<file path="src/rtl/demux12.sv">
// demux12: routes whole packets from stream A to one of two registered
// outputs, chosen by S on the first beat, with per-output packet counters.
module demux12 #(
   parameter int WIDTH = 8
) (
   input  logic             clk,
   input  logic             rst_n,
   input  logic [WIDTH-1:0] A,
   input  logic             A_valid,
   input  logic             A_last,
   output logic             A_ready,
   input  logic             S,
   output logic [WIDTH-1:0] Y0,
   output logic             Y0_valid,
   output logic             Y0_last,
   input  logic             Y0_ready,
   output logic [WIDTH-1:0] Y1,
   output logic             Y1_valid,
   output logic             Y1_last,
   input  logic             Y1_ready,
   output logic [7:0]       P0,
   output logic [7:0]       P1
);

   typedef enum logic [1:0] {
      IDLE   = 2'd0,
      ROUTE0 = 2'd1,
      ROUTE1 = 2'd2
   } state_t;

   state_t           state_q, state_d;
   logic             tgt;
   logic             accept;

   logic [WIDTH-1:0] y0_q, y0_d, y1_q, y1_d;
   logic             y0_valid_q, y0_valid_d;
   logic             y1_valid_q, y1_valid_d;
   logic             y0_last_q, y0_last_d;
   logic             y1_last_q, y1_last_d;
   logic [7:0]       p0_q, p0_d, p1_q, p1_d;
   logic             load0, load1;

   // FSM state register
   always_ff @(posedge clk or negedge rst_n) begin
      if (!rst_n) begin
         state_q <= IDLE;
      end else begin
         state_q <= state_d;
      end
   end

   // FSM next state: lock onto the destination until the last beat
   always_comb begin
      state_d = state_q;
      if (accept) begin
         if (A_last) begin
            state_d = IDLE;
         end else begin
            state_d = tgt ? ROUTE1 : ROUTE0;
         end
      end
   end

   // FSM outputs: target select and upstream ready
   always_comb begin
      tgt = S;
      unique case (state_q)
         IDLE:    tgt = S;
         ROUTE0:  tgt = 1'b0;
         ROUTE1:  tgt = 1'b1;
         default: tgt = S;
      endcase
      A_ready = 1'b0;
      if (rst_n) begin
         A_ready = tgt ? (~y1_valid_q | Y1_ready)
                       : (~y0_valid_q | Y0_ready);
      end
      accept = A_valid & A_ready;
      load0  = accept & ~tgt;
      load1  = accept &  tgt;
   end

   // Output slots: load on accept, else drain on downstream ready
   always_comb begin
      y0_d       = y0_q;
      y0_last_d  = y0_last_q;
      y0_valid_d = y0_valid_q;
      y1_d       = y1_q;
      y1_last_d  = y1_last_q;
      y1_valid_d = y1_valid_q;
      p0_d       = p0_q;
      p1_d       = p1_q;
      if (load0) begin
         y0_d       = A;
         y0_last_d  = A_last;
         y0_valid_d = 1'b1;
         if (A_last) p0_d = p0_q + 8'd1;
      end else if (y0_valid_q && Y0_ready) begin
         y0_valid_d = 1'b0;
      end
      if (load1) begin
         y1_d       = A;
         y1_last_d  = A_last;
         y1_valid_d = 1'b1;
         if (A_last) p1_d = p1_q + 8'd1;
      end else if (y1_valid_q && Y1_ready) begin
         y1_valid_d = 1'b0;
      end
   end

   // Output and counter registers
   always_ff @(posedge clk or negedge rst_n) begin
      if (!rst_n) begin
         y0_q       <= '0;
         y0_last_q  <= 1'b0;
         y0_valid_q <= 1'b0;
         y1_q       <= '0;
         y1_last_q  <= 1'b0;
         y1_valid_q <= 1'b0;
         p0_q       <= 8'd0;
         p1_q       <= 8'd0;
      end else begin
         y0_q       <= y0_d;
         y0_last_q  <= y0_last_d;
         y0_valid_q <= y0_valid_d;
         y1_q       <= y1_d;
         y1_last_q  <= y1_last_d;
         y1_valid_q <= y1_valid_d;
         p0_q       <= p0_d;
         p1_q       <= p1_d;
      end
   end

   assign Y0       = y0_q;
   assign Y0_last  = y0_last_q;
   assign Y0_valid = y0_valid_q;
   assign Y1       = y1_q;
   assign Y1_last  = y1_last_q;
   assign Y1_valid = y1_valid_q;
   assign P0       = p0_q;
   assign P1       = p1_q;

endmodule

</file>
<file path="config.mk">
export PLATFORM = sky130hd
export DESIGN_NAME = demux12
export DESIGN_NICKNAME = d
export VERILOG_FILES = /design/src/rtl/demux12.sv
export SDC_FILE = /design/constraint.sdc
export NUM_CORES = 1
export LEC_CHECK = 0
export BUFFER_PORTS_ARGS = -buffer_cell sky130_fd_sc_hd__buf_2
export CAP_MARGIN = 20
export CORE_MARGIN = 8
export CORE_UTILIZATION = 49
export CTS_CLUSTER_DIAMETER = 200
export DETAILED_ROUTE_END_ITERATION = 10
export PLACE_DENSITY = 0.83
export SYNTH_ARGS = -nofsm -noshare
export SYNTH_HDL_FRONTEND = slang
export SYNTH_SLANG_ARGS = --single-unit
</file>
<file path="constraint.sdc">
create_clock -name clk -period 2.3 [get_ports clk]
set_clock_uncertainty 0.15 [all_clocks]
set_input_delay 0.23 -clock clk [delete_from_list [all_inputs] [get_ports clk]]
set_output_delay 0.23 -clock clk [all_outputs]
set_load 0.1 [all_outputs]
</file>
== Word-level counts from Yosys, hierarchy flattened ==
Cells that the tools add are included.

* Flip-flop bits (word level): 38
* Latch bits: 0
* Memory bits (writable): 0
* Memory bits (read-only): 0
* Input bits: 15
* Output and inout port bits: 37
* Memories kept: 0

* Add/sub/neg operators: 2
* Multiply operators: 0
* Div/mod/pow operators: 0
* $lt $le $gt $ge: 0
* Eq/ne operators: 2
* Shifts and indexed selects: 0
* Multiplexer cells: 9
* Bitwise operators: 8
* Reductions and logical operators: 6

{| class="wikitable"
|+ Operators with widths
! cell !! number
|-
| $add A8 B1 Y8 const B || 2
|-
| $mux W1 || 6
|-
| $mux W2 || 2
|-
| $reduce_and A2 Y1 || 2
|-
| $reduce_bool A2 Y1 || 2
|-
| $and A1 B1 Y1 || 3
|-
| $not A1 Y1 || 3
|-
| $eq A2 B1 Y1 const B || 1
|-
| $eq A2 B2 Y1 const B || 1
|-
| $logic_and A1 B1 Y1 || 2
|-
| $or A1 B1 Y1 || 2
|-
| $pmux W1 S2 || 1
|}

== Logic depth before layout (Yosys ltp) ==
Gate-level depths: netlist (run 1).

* Depth after elaboration: 7
* Depth in mapped cells: 6
* Depth with buffers taken out: 6

== Least setup slack after synthesis (run 1) ==
OpenSTA, ideal clock, no wires.

* Kind: register -> output
* Start: register y0_valid_q (netlist: Y0_valid)
* End: output A_ready
* Arrival time: 1966 ps
* Path slack: -46 ps
* Cell stages (with the launch flop): 4
* Buffers on the path: 0
* Cell sequence: dfrtp_1 > nor2b_1 > mux2i_1 > and2_1

* Cells in the longest elaborated chain, start to end: 4

{| class="wikitable"
|+ Ends and longest elaborated chain
! what !! RTL line !! RTL
|-
| start: declaration || 36 || <nowiki>logic y0_valid_q, y0_valid_d;</nowiki>
|-
| start signal: assignment || 125 || <nowiki>y0_valid_q <= y0_valid_d;</nowiki>
|-
| $not A1 Y1 || 76 || <nowiki>: (~y0_valid_q | Y0_ready);</nowiki>
|-
| $or A1 B1 Y1 || 76 ||
|-
| $mux W1 || 75 || <nowiki>A_ready = tgt ? (~y1_valid_q | Y1_ready)</nowiki>
|-
| $mux W1 || 74 || <nowiki>if (rst_n) begin</nowiki>
|-
| end: declaration || 11 || <nowiki>output logic A_ready,</nowiki>
|}

No other way between the ends.

== Final worst setup path (run 1) ==
* Start: register state_q[1]
* End: output A_ready

* Cells in the longest elaborated chain, start to end: 4
* Elaborated cells on any way between the ends: 5
* Classes of those cells: eq/ne (2); mux (3)

{| class="wikitable"
|+ Ends and longest elaborated chain
! what !! RTL line !! RTL
|-
| start: declaration || 31 || <nowiki>state_t state_q, state_d;</nowiki>
|-
| start signal: assignment || 48 || <nowiki>state_q <= state_d;</nowiki>
|-
| $eq A2 B2 Y1 or $eq A2 B1 Y1 (tied branches) || 67 || <nowiki>unique case (state_q)</nowiki>
|-
| $pmux W1 S2 (*) || 67 ||
|-
| $mux W1 (*) || 75 ||
|-
| $mux W1 (*) || 74 ||
|}

Every way passes the cells marked *; elsewhere a longest branch is shown, timed or not.

==> flow_metrics.tcl, run 1 <==
set metrics [dict create \
    status "finished with violations" \
    violations "setup timing" \
    grt_max_degree 35 \
    start_util_pct 49.6 \
    tightest_slew_ns 0.484 \
    synthSimpleGateAreaFrac_pct 11.2 \
    rsz0062_at_grt "true" \
    fp.dieH_um 73.4 \
    core-area_sq_um 3260 \
    setup_ws_ns -0.0247 \
    cp_num_buf_inv 1 \
    grt.overflow.total 0 \
    setup_violations 1 \
    syn_avg_cell_area_sq_um 14.2 \
    synth_top_family_by_area "multiplexers" \
    drtIter0Drc 55 \
    hold_class "primary input to flop" \
    critPathKind "flop to output port" \
    layout.nets 205 \
    final_cell_mix "buf_2 (50), dfrtp_1 (38), mux2_2 (12), xnor2_1 (12), dlygate4sd3_1 (9)" \
    hold_viol 0 \
    synth_top_area_share_pct 58.9 \
    antenna_found_initial 0 \
    vias_per_cell 5.06 \
    synth_cell_types 26 \
    cts_buffers 5 \
    worstSkewPairLatency_ns 0.33 \
    synth_mux_area_share_pct 17.0 \
    post_drt_wl_per_cell_um 16.2 \
    synth_xor_area_share_pct 7.59 \
    synth_top_cell_by_area "dfrtp_1" \
    slowest_delay_ns 0.43 \
    drive_above_1_share_pct 49.7 \
    fmax_mhz 430 \
    relSlewSlack_pct 67.6 \
    fin_crit_sh_pct 101 \
    synthArstFlopShare_pct 100 \
    synth_warnings 0 \
    gp_congestion 0.808 \
    cp_data_required_time_ns 1.92 \
    cp_max_fo 2 \
    synth-seq-cells 38 \
    slowest_stage "dfrtp_1" \
    final_antenna_net_count 0 \
    worstPathCellList "ha_4 -> mux2_4 -> mux2i_2 -> and2_4 -> buf_12" \
    drc 0 \
    dr.pass1.iters 4 \
    grt_pass1_vias 1254 \
    h-tree-depth 2 \
    die-area_sq_um 5390 \
    cp-start-kind "flop" \
    dieWidth_um 73.4 \
    endpoint_kind "output port" \
    synth_ff_type "dfrtp_1" \
    synth_fa_ha_area_share_pct 2.32 \
    synth_nets 132 \
    fin_crit_ns 2.32 \
    fillers 266 \
    cap_violations 0 \
    slew_viol_final 0 \
    yosysSeqAreaShare_pct 58.9 \
    final_common_cell "buf_2" \
    vias 1178 \
    dp_hpwl_um 2780 \
    grt_usage_pct 14.7 \
    syn_area_sq_um 1620 \
    num_rows 21 \
    grt_pass1_wl_um 6030 \
    synth-edff-count 0 \
    cts_max_path_buffers 2 \
    synthTopCellsByArea "dfrtp_1 (59%), mux2_2 (8.4%), mux2_4 (7.4%), xnor2_1 (6.5%), ha_1 (2.3%)" \
    path_delay_family "multiplexers" \
    antenna_cells 0 \
    ios 52 \
    cts_sinks 38 \
    routed_wl_um 3780 \
    syn_inst 114 \
    area_growth_pct 32.9 \
    cts_root_buf "clkbuf_4" \
    arrival_ns 1.94 \
    dp_slack_ns 0.103 \
    tritoncts "done" \
    numPortBuffers 51 \
    synth-compound-area-share_pct 1.55 \
    clk_pin_slew_worst_paths_ns 0.10 \
]
Yosys cell counts, types with 2 or more instances:
master,instances
mux2i_1,2
nand4_1,4
mux2_4,8
mux2_2,12
inv_1,2
nor2b_1,2
and2_1,3
nor3_2,2
nand2_1,5
xor2_1,2
xnor2_1,12
nand3_1,7
dfrtp_1,38
ha_1,3
metal layers:
| metal | share of wire (%) | vias up | GRT usage (%) |
|---|---|---|---|
| li1 | - | 545 | - |
| met1 | 38 | 591 | 15.7 |
| met2 | 53 | 33 | 25.7 |
| met3 | 6.0 | 9 | 3.96 |
| met4 | 2.6 | 0 | 7.54 |
| met5 | 0 | - | 0 |
metrics by stage:
| step | util [%] | hold slack [ns] | instances | setup TNS, ns | cell area, sq um |
|---|---|---|---|---|---|
| after CTS | 65.2 | 0.00171 | 231 | -0.0202 | 2130 |
| after global placement | 60.1 | -0.0686 | 213 | 0 | 1960 |
| after detailed placement | 60.1 | -0.0611 | 213 | 0 | 1960 |
| final | 65.9 | 0.00369 | 233 | -0.0247 | 2150 |
| after floorplan | - | -0.216 | 114 | 0 | 1620 |
| after global routing | 65.9 | 0.00210 | 233 | -0.0733 | 2150 |
timing repair:
action | in CTS | in global routing
pin swaps | 0 | 1
endpoints found under the setup margin | 1 | 6
gates resized for setup | 4 | 1
hold endpoints to repair | 49 | 0
setup buffers | 2 | 2
gates cloned | 0 | 0
hold buffers | 9 | 0
cell families after synthesis:
logic type / Yosys count
DFF: 38
and+or+nand+nor: 30
muxes: 22
xor gates and xnor gates: 14
buffers and inverters: 4
AOI/OAI and AO/OA: 3
adders and majority gates: 3
sequential cells by signal, indices dropped and copies added (netlist names):
| signal | cells |
|---|---|
| P0 | 8 |
| P1 | 8 |
| Y0 | 8 |
| Y0_last | 1 |
| Y0_valid | 1 |
| Y1 | 8 |
| Y1_last | 1 |
| Y1_valid | 1 |
| state_q | 2 |
final timing paths:
kind | cells after the start | start | slack [ns] | to
max in group asynchronous | 3 | rst_n | 1.20 | P0[7]
hold reg to reg | 1 | P1[7] | 0.33 | P1[7]
setup reg to reg | 5 | state_q[1] | 0.04 | Y0[4]
setup / recovery | 5 | state_q[1] | -0.02 | A_ready
hold / removal | 2 | A[1] | 0.004 | Y1[1]
min in group asynchronous | 2 | rst_n | 0.12 | Y1_last
layout make-up:
class / count / area, sq um / area share [%]
Timing Repair Buffer: 68 / 420 / 19.6
Tap cell: 46 / 57.6 / 2.68
Clock buffer: 7 / 45.0 / 2.10
Multi-Input combinational cell: 72 / 666 / 31.0
Inverter: 2 / 7.51 / 0.350
Sequential cell: 38 / 951 / 44.3
worst register-to-register path: cells and delay by family (launching register included):
family / cells / cell delay, ns
adders and majority gates: 1 / 0.29
and+or+nand+nor: 1 / 0.47
buffers and inverters: 1 / 0.16
DFF: 1 / 0.43
muxes: 2 / 0.65
Power of run 1 is left out: the tool's default activity adds up to more than one toggle a clock period on the data nets, which glitch-free logic cannot reach.
==> inputs of run 2 (changes only) <==
- ABC_AREA: default -> 1
- CORE_UTILIZATION: 49 -> 51
- PLACE_DENSITY: 0.83 -> 0.85
==> flow_metrics.tcl, run 2 <==
set metrics [dict create \
    crit_top_cell "nand2_2" \
    fin_crit_sh_pct 94.2 \
    syn_inst 215 \
    synth_cell_types 24 \
    antenna_cells 0 \
    relSlewSlack_pct 67.0 \
    grt_max_degree 22 \
    drive_above_1_share_pct 27.7 \
    register_area_sq_um 952 \
    synth_nets 233 \
    grt_pass1_wl_um 7270 \
    tns_ns 0 \
    dp_cells 312 \
    cts_root_buf "clkbuf_4" \
    synth-edff-count 0 \
    vias 1637 \
    synthArstFlopShare_pct 100 \
    grt.overflow.total 0 \
    routed_wl_um 4400 \
    cts_buffers 5 \
    cap_violations 0 \
    syn_avg_cell_area_sq_um 8.43 \
    status "completed" \
    post_dp_cell_area_sq_um 2150 \
    area_growth_pct 28.0 \
    clk_pin_slew_worst_paths_ns 0.11 \
    fp.dieH_um 75.6 \
    h-tree-depth 2 \
    critPathKind "flop to output port" \
    r2r_start "state_q[1]" \
    numPortBuffers 51 \
    synth_ff_type "dfrtp_1" \
    dieWidth_um 75.6 \
    synth_common_cells "nand2_1 (90), dfrtp_1 (38), inv_1 (19)" \
    slew_viol_final 0 \
    cp_data_required_time_ns 1.92 \
    fillers 303 \
    worstSkewPairLatency_ns 0.34 \
    fmax_mhz 462 \
    fin_crit_ns 2.17 \
    yosysSeqAreaShare_pct 52.5 \
    synthTopCellsByArea "dfrtp_1 (52%), nand2_1 (19%), nand4_1 (5.2%), inv_1 (3.9%), xor2_1 (2.9%)" \
    start_util_pct 53.9 \
    endpoint "A_ready" \
    hold_viol 0 \
    hold_class "primary input to flop" \
    die-area_sq_um 5720 \
    cts_max_path_buffers 2 \
    gp_congestion 0.819 \
    grt_usage_pct 16.5 \
    antenna_found_initial 0 \
    drtIter0Drc 79 \
    cts_sinks 38 \
    slowest_delay_ns 0.40 \
    num_rows 21 \
    multi_input_area_sq_um 756 \
    ios 52 \
    slowest_stage "dfrtp_1" \
    rsz0062_at_grt "false" \
    worst_r2r_path_depth 9 \
    timing.rr.end "state_q[1]" \
    worstPathCellList "ha_1 -> inv_1 -> nand2_2 -> nand2_4 -> nand2_2 -> inv_2 -> nor2_4 -> buf_12" \
    tightest_slew_ns 0.498 \
    syn_area_sq_um 1810 \
    cp-start-kind "flop" \
    dr.pass1.iters 4 \
    grt_pass1_vias 1627 \
    final_core_util_pct 69.0 \
    cp_max_fo 13 \
    vias_per_cell 4.95 \
    synth_top_cell_by_area "dfrtp_1" \
    final_common_cell "nand2_1" \
    dp_hpwl_um 3240 \
    setup.worst_path.start "state_q[1]" \
    final_cell_area_sq_um 2320 \
    core-area_sq_um 3360 \
    arrival_ns 1.79 \
    final_cell_mix "nand2_1 (90), buf_2 (50), dfrtp_1 (37), inv_1 (19), nand4_1 (15)" \
    post_drt_wl_per_cell_um 13.3 \
    tritoncts "done" \
    synth_warnings 0 \
    synth-seq-cells 38 \
    endpoint_kind "output port" \
    final_antenna_net_count 0 \
    rrSetupSlack_ns 0.24 \
    drc 0 \
    yosysMostFrequentCell "nand2_1" \
    synth_top_area_share_pct 52.5 \
    fin_cells 331 \
    layout.nets 302 \
    setup_violations 0 \
]
run 2: cell count changes in the layout (fill, tap and decap cells not counted), moves of 5 or more:
| cell | before | now |
|---|---|---|
| nand2_1 | 5 | 90 |
| inv_1 | 1 | 19 |
| mux2_2 | 12 | 0 |
| nand4_1 | 4 | 15 |
| xnor2_1 | 12 | 2 |
| nor2_1 | 0 | 9 |
| mux2_4 | 8 | 0 |
| nand2_2 | 0 | 5 |
| o21ai_0 | 0 | 5 |
run 2: worst max-delay path: cells and delay by family (launching register included):
kind	cells	cell delay, ns
DFF	1	0.40
and+or+nand+nor	4	0.43
adders and majority gates	1	0.31
buffers and inverters	3	0.30
run 2: cell families after synthesis:
group                      synth area share (%)
adders and majority gates                  2.07
and+or+nand+nor                            33.5
buffers and inverters                      6.08
AOI/OAI and AO/OA                          2.00
DFF                                        52.5
xor gates and xnor gates                   3.87
run 2: final cells by class:
cell class	instances	share of cell area, %
tap	46	2.48
timing repair buffer	67	17.9
clock buffer	7	2.37
inverter	21	3.40
sequential	38	41.0
multi-input combinational	151	32.6
clock inverter	1	0.216
run 2: worst min path at each step:
stage,from,end,slack [ns],cells after the start
after floorplan,rst_n,P0[0],-0.22,0
after global placement,rst_n,Y1[0],0.14,2
after CTS,Y0_ready,Y0_valid,0.02,4
after global routing,Y0_ready,Y0_valid,0.04,4
final,Y0_ready,Y0_valid,0.03,4
after detailed placement,rst_n,Y1[0],0.15,2
run 2: repair_timing:
action / CTS / global route
setup buffers: 0 / 1
resized for setup: 1 / 0
cloned: 0 / 0
endpoints found under the hold margin: 55 / 0
endpoints found under the setup margin: 1 / 1
pin swaps: 0 / 1
hold buffers: 10 / 0
run 2: routing by layer:
layer	track usage, %	share of wire [%]	routed length (um)	vias to the layer above
met5	0	0	0	-
met4	3.84	0.91	40	0
met3	6.84	8.1	355	5
met2	27.6	47	2090	53
met1	19.1	44	1920	762
li1	-	-	-	817
run 2: metrics by stage:
stage | hold slack (ns) | setup WS (ns)
floorplan | -0.216 | 0.0105
global placement | 0.141 | 0.249
detailed placement | 0.150 | 0.178
CTS | 0.0180 | 0.0205
global route | 0.0407 | 0.0125
finish | 0.0264 | 0.134
Power of run 2 is left out for the same reason.
